File: config.mk
export PLATFORM = sky130hd
export DESIGN_NAME = mux_scan_ctrl
export DESIGN_NICKNAME = d
export VERILOG_FILES = /design/src/rtl/mux_scan_ctrl.sv
export SDC_FILE = /design/constraint.sdc
export NUM_CORES = 1
export LEC_CHECK = 0
export CORE_AREA = 2 2 50 52
export DETAILED_ROUTE_END_ITERATION = 16
export DIE_AREA = 0 0 52 54
export GPL_TIMING_DRIVEN = 0
export MAX_ROUTING_LAYER = met4
export PLACE_DENSITY = 0.75
export SLEW_MARGIN = 20
export SYNTH_ARGS = -nofsm -noshare
export SYNTH_HDL_FRONTEND = slang
export SYNTH_SLANG_ARGS = --single-unit
File: constraint.sdc
create_clock -name clk -period 2.05 [get_ports clk]
set_clock_uncertainty 0.1 [all_clocks]
set_input_delay 0.3075 -clock clk [delete_from_list [all_inputs] [get_ports clk]]
set_output_delay 0.3075 -clock clk [all_outputs]
set_load 0.005 [all_outputs]
File: src/rtl/mux_scan_ctrl.sv
// Scan sequencer for a downstream 4:1 single-bit mux: walks the select through the
// enabled channels, holds each for dwell+1 cycles and captures the mux bit per channel.
module mux_scan_ctrl #(
    parameter int unsigned DWELL_W = 4
) (
    input  logic               clk,
    input  logic               rst_n,
    input  logic               start,
    input  logic [3:0]         mask,
    input  logic [DWELL_W-1:0] dwell,
    input  logic               mux_out,
    output logic [1:0]         s,
    output logic               busy,
    output logic               done,
    output logic [3:0]         sample
);

    typedef enum logic [1:0] {
        IDLE  = 2'd0,
        DWELL = 2'd1,
        DONE  = 2'd2
    } state_t;

    state_t             state_q, state_d;
    logic [1:0]         s_q, s_d;
    logic               busy_q, busy_d;
    logic               done_q, done_d;
    logic [3:0]         sample_q, sample_d;
    logic [3:0]         mask_q, mask_d;
    logic [DWELL_W-1:0] dwell_q, dwell_d;
    logic [DWELL_W-1:0] cnt_q, cnt_d;
    logic [3:0]         remaining;

    // Index of the lowest set bit; callers guarantee m != 0.
    function automatic logic [1:0] low_idx(input logic [3:0] m);
        logic [1:0] idx;
        idx = 2'd0;
        for (int i = 3; i >= 0; i--) begin
            if (m[i]) idx = 2'(i);
        end
        return idx;
    endfunction

    // Enabled channels strictly above the current one, so s never wraps back.
    assign remaining = mask_q & 4'(4'b1110 << s_q);

    always_ff @(posedge clk or negedge rst_n) begin
        if (!rst_n) begin
            state_q  <= IDLE;
            s_q      <= 2'd0;
            busy_q   <= 1'b0;
            done_q   <= 1'b0;
            sample_q <= 4'd0;
            mask_q   <= 4'd0;
            dwell_q  <= '0;
            cnt_q    <= '0;
        end else begin
            state_q  <= state_d;
            s_q      <= s_d;
            busy_q   <= busy_d;
            done_q   <= done_d;
            sample_q <= sample_d;
            mask_q   <= mask_d;
            dwell_q  <= dwell_d;
            cnt_q    <= cnt_d;
        end
    end

    always_comb begin
        state_d  = state_q;
        s_d      = s_q;
        busy_d   = busy_q;
        done_d   = 1'b0;
        sample_d = sample_q;
        mask_d   = mask_q;
        dwell_d  = dwell_q;
        cnt_d    = cnt_q;

        unique case (state_q)
            IDLE: begin
                s_d    = 2'd0;
                busy_d = 1'b0;
                if (start) begin
                    sample_d = 4'd0;
                    if (mask != 4'd0) begin
                        state_d = DWELL;
                        mask_d  = mask;
                        dwell_d = dwell;
                        cnt_d   = dwell;
                        s_d     = low_idx(mask);
                        busy_d  = 1'b1;
                    end else begin
                        state_d = DONE;
                        done_d  = 1'b1;
                    end
                end
            end
            DWELL: begin
                if (cnt_q != '0) begin
                    cnt_d = cnt_q - DWELL_W'(1);
                end else begin
                    sample_d[s_q] = mux_out;
                    if (remaining != 4'd0) begin
                        s_d   = low_idx(remaining);
                        cnt_d = dwell_q;
                    end else begin
                        state_d = DONE;
                        s_d     = 2'd0;
                        busy_d  = 1'b0;
                        done_d  = 1'b1;
                    end
                end
            end
            DONE: begin
                state_d = IDLE;
            end
            default: begin
                state_d = IDLE;
                s_d     = 2'd0;
                busy_d  = 1'b0;
            end
        endcase
    end

    assign s      = s_q;
    assign busy   = busy_q;
    assign done   = done_q;
    assign sample = sample_q;

endmodule

==> summary.txt <==
Worst setup path
  – R2R depth: 7
  – CP Launch Type: register
  – Reg2reg end: sample[0]
  – Critical Path Sink: sample[0]
  – CP Capture Type: register
  – Critical R2R Launch: cnt_q[0]
  – WP data required: between 2000 and 2500 ps
  – Crit Path Max Fanout: 10
  – Setup crit start: cnt_q[0]
  – Arr. time, crit path: 2090 ps
  – Worst setup path class: register to register
  – Reg2reg setup slack: slightly above 40 ps

Global route
  – Initial antenna violation count: 0
  – Vias in the first global route: 937
  – Grt total ovfl: 0
  – Largest net degree at the start of global routing: 22
  – GRT Util Overall: a little over a fifth
  – First-pass GRT wire length: 4.167 mm

Synth
  – Post-Syn Nets: ~130
  – Top-area cell type share of the netlist area: 47.62%
  – Sequential fraction of the synthesis area: 47.62%
  – Synthesized flop and latch total: 21
  – Area contributors post-synth: dfrtp_1 48%, nand2_1 6.8%, o21ai_0 5.4%
  – Top cell type by total area after synthesis: dfrtp_1
  – Synth Warn #: 0
  – Post-Syn Instances: 121
  – Post-synthesis cell type count: 37
  – Synthesized area: 1104 um2
  – Syn avg cell area: 9.120 um2

CTS
  – Reg clk slew, reported paths: roughly 120 ps
  – # H-tree levels: 1
  – # clock sinks: 21
  – CTS tree: built
  – Clock Latency Late Sink: approximately 300 ps
  – Cts hold-fix bufs: 0
  – TritonCTS Buffers: 3
  – Max Buffers Root-to-Sink: 2
  – Clk root buf: clkbuf_4

Floorplanning
  – Initial Utilization: 47.57%
  – Core area: 2320 um2
  – Die X: 52 um
  – Io pins: 20
  – Row count: 18
  – Height of the chip: between 50 and 60 um
  – Die area: ~2800 um2

STA
  – Final hold vios: 0
  – Setup violations, final: 0
  – Fmax: 497.8 MHz
  – Worst relative slew slack: 37.37%
  – Minimum clock period: 2009 ps
  – Slew @ Worst Pin: 936.5 ps
  – Fin. max-slew vios: 0
  – Unrepaired setup endpoints after global routing: no
  – Crit share post-route: 97.99%
  – Post-route setup TNS: 0 ps

Layout
  – Area delta synth->final: 28.57%
  – Fill cell count: 188
  – Final cell count without fillers: 179
  – Ant diodes: 0
  – Most frequent cells in the layout: 21 x dfrtp_1, 20 x nand2_1, 19 x clkdlybuf4s50_1, 12 x o21ai_0, 8 x nor2_1
  – Proportion of layout cells with a drive suffix above 1: 10.74%
  – Nets: 163
  – Commonest non-fill, non-tap cell in the layout: dfrtp_1

Placed design
  – HPWL after detailed placement: 1.825 mm
  – Placed insts: 170
  – Gpl congestion: 0.8515
  – Number of port buffers: 19

Detailed routing
  – Final routed DRC violation total: 0
  – Routed WL per cell: 15.36 um
  – Drt pass-1 iters: 4
  – Routed wire length: 2.750 mm
  – Initial drt markers: 38
  – Post-route ant nets: 0
  – Via count: 1071
  – Via-per-instance ratio: 5.983

Outcome
  – Status: completed

Power
  – Pwr Density: 1496 nW/um2
  – Total power: between 2 and 2.5 mW
  – Pleak: 0.6054 nW
  – VDD IR max: slightly above 0.8 mV

Worst hold path
  – Hold WC Path Type: register to register
  – Hold path depth: 2

Job
  – Max Cap Violations: 0
[synthesized netlist by cell type, drive strengths merged]
master / instances
o21ai: 12
nor2: 9
a31oi: 1
ha: 1
nand2b: 2
inv: 5
nand2: 20
a21boi: 1
nand3: 4
a21o: 1
nor2b: 4
a22o: 5
dfrtp: 21
or4: 1
o22ai: 2
buf: 1
and2: 1
or3b: 1
o21bai: 1
mux2: 1
or2: 1
nor4b: 2
mux2i: 1
o31a: 1
a21oi: 7
a211o: 1
nor3b: 2
nor3: 1
o31ai: 1
o41ai: 1
a32o: 1
clkbuf: 3
o211ai: 2
o32ai: 2
a211oi: 1
[per-layer routing]
metal	wire, um	global-route usage (%)	vias up
li1	-	-	498
met1	1193	26.49	510
met2	1337	33.76	56
met3	192	3.889	7
met4	27	8.772	0
met5	0	-	-
[stage by stage]
stage	setup WS, ps	area (um2)	hold WS (ps)	utilization (%)
CTS	5.774	1363	395.9	58.74
global placement	-95.19	1331	364.5	57.39
global route	12.35	1419	414.1	61.17
detailed placement	-90.66	1331	365.8	57.39
finish	41.29	1419	401.1	61.17
floorplan	141.5	1104	-88.09	-
[where the power goes]
| part | switching, mW | internal [mW] |
|---|---|---|
| sequential | 0.168 | 0.594 |
| combinational | 0.573 | 0.585 |
| clock | 0.126 | 0.0757 |
| total | 0.868 | 1.26 |
[worst max-delay path, cell delays in order (launching register included)]
cell and delay [ps]:
dfrtp_1 430, inv_1 120, ha_4 170, or3b_1 360, buf_6 150, or4_1 390
nand3_1 90, o41ai_1 70
[kinds of logic (layout without fill, tap and decap cells)]
family / Yosys count / count (layout) / share of synthesized area (%)
buf+inv: 9 / 37 / 3.742
simple gates: 48 / 48 / 21.32
flops: 21 / 21 / 47.62
fa+ha+maj: 1 / 1 / 1.134
mux: 2 / 2 / 1.927
compound gates: 40 / 40 / 24.27
[final cells by class]
type | count | area [um2] | area share (%)
Buffer | 4 | 22.52 | 1.587
Inverter | 5 | 18.77 | 1.323
Multi-Input combinational cell | 91 | 560.5 | 39.51
Tap cell | 30 | 37.54 | 2.646
Sequential cell | 21 | 525.5 | 37.04
Clock buffer | 4 | 26.28 | 1.852
Timing Repair Buffer | 24 | 227.7 | 16.05
[sequential cells by signal (all words and copies together) (netlist names)]
signal   flops
cnt_q        4
dwell_q      4
sample       4
mask_q       3
s            2
state_q      2
busy         1
done         1
[how the worst min path moves through the flow]
stage / startpoint / slack [ps] / to
after global placement: dwell_q[1] / 360 / dwell_q[1]
after global routing: dwell_q[1] / 410 / dwell_q[1]
final: dwell_q[0] / 400 / dwell_q[0]
after detailed placement: dwell_q[0] / 370 / dwell_q[0]
after CTS: dwell_q[0] / 400 / dwell_q[0]
after floorplan: rst_n / -90 / busy
[repair_timing]
| action | 4_1_cts | 5_1_grt |
|---|---|---|
| gates resized for setup | 1 | 4 |
| setup buffers | 0 | 5 |
| pin swaps | 0 | 1 |
| setup endpoints to repair | 1 | 2 |
(Power assumes the default switching activity.)
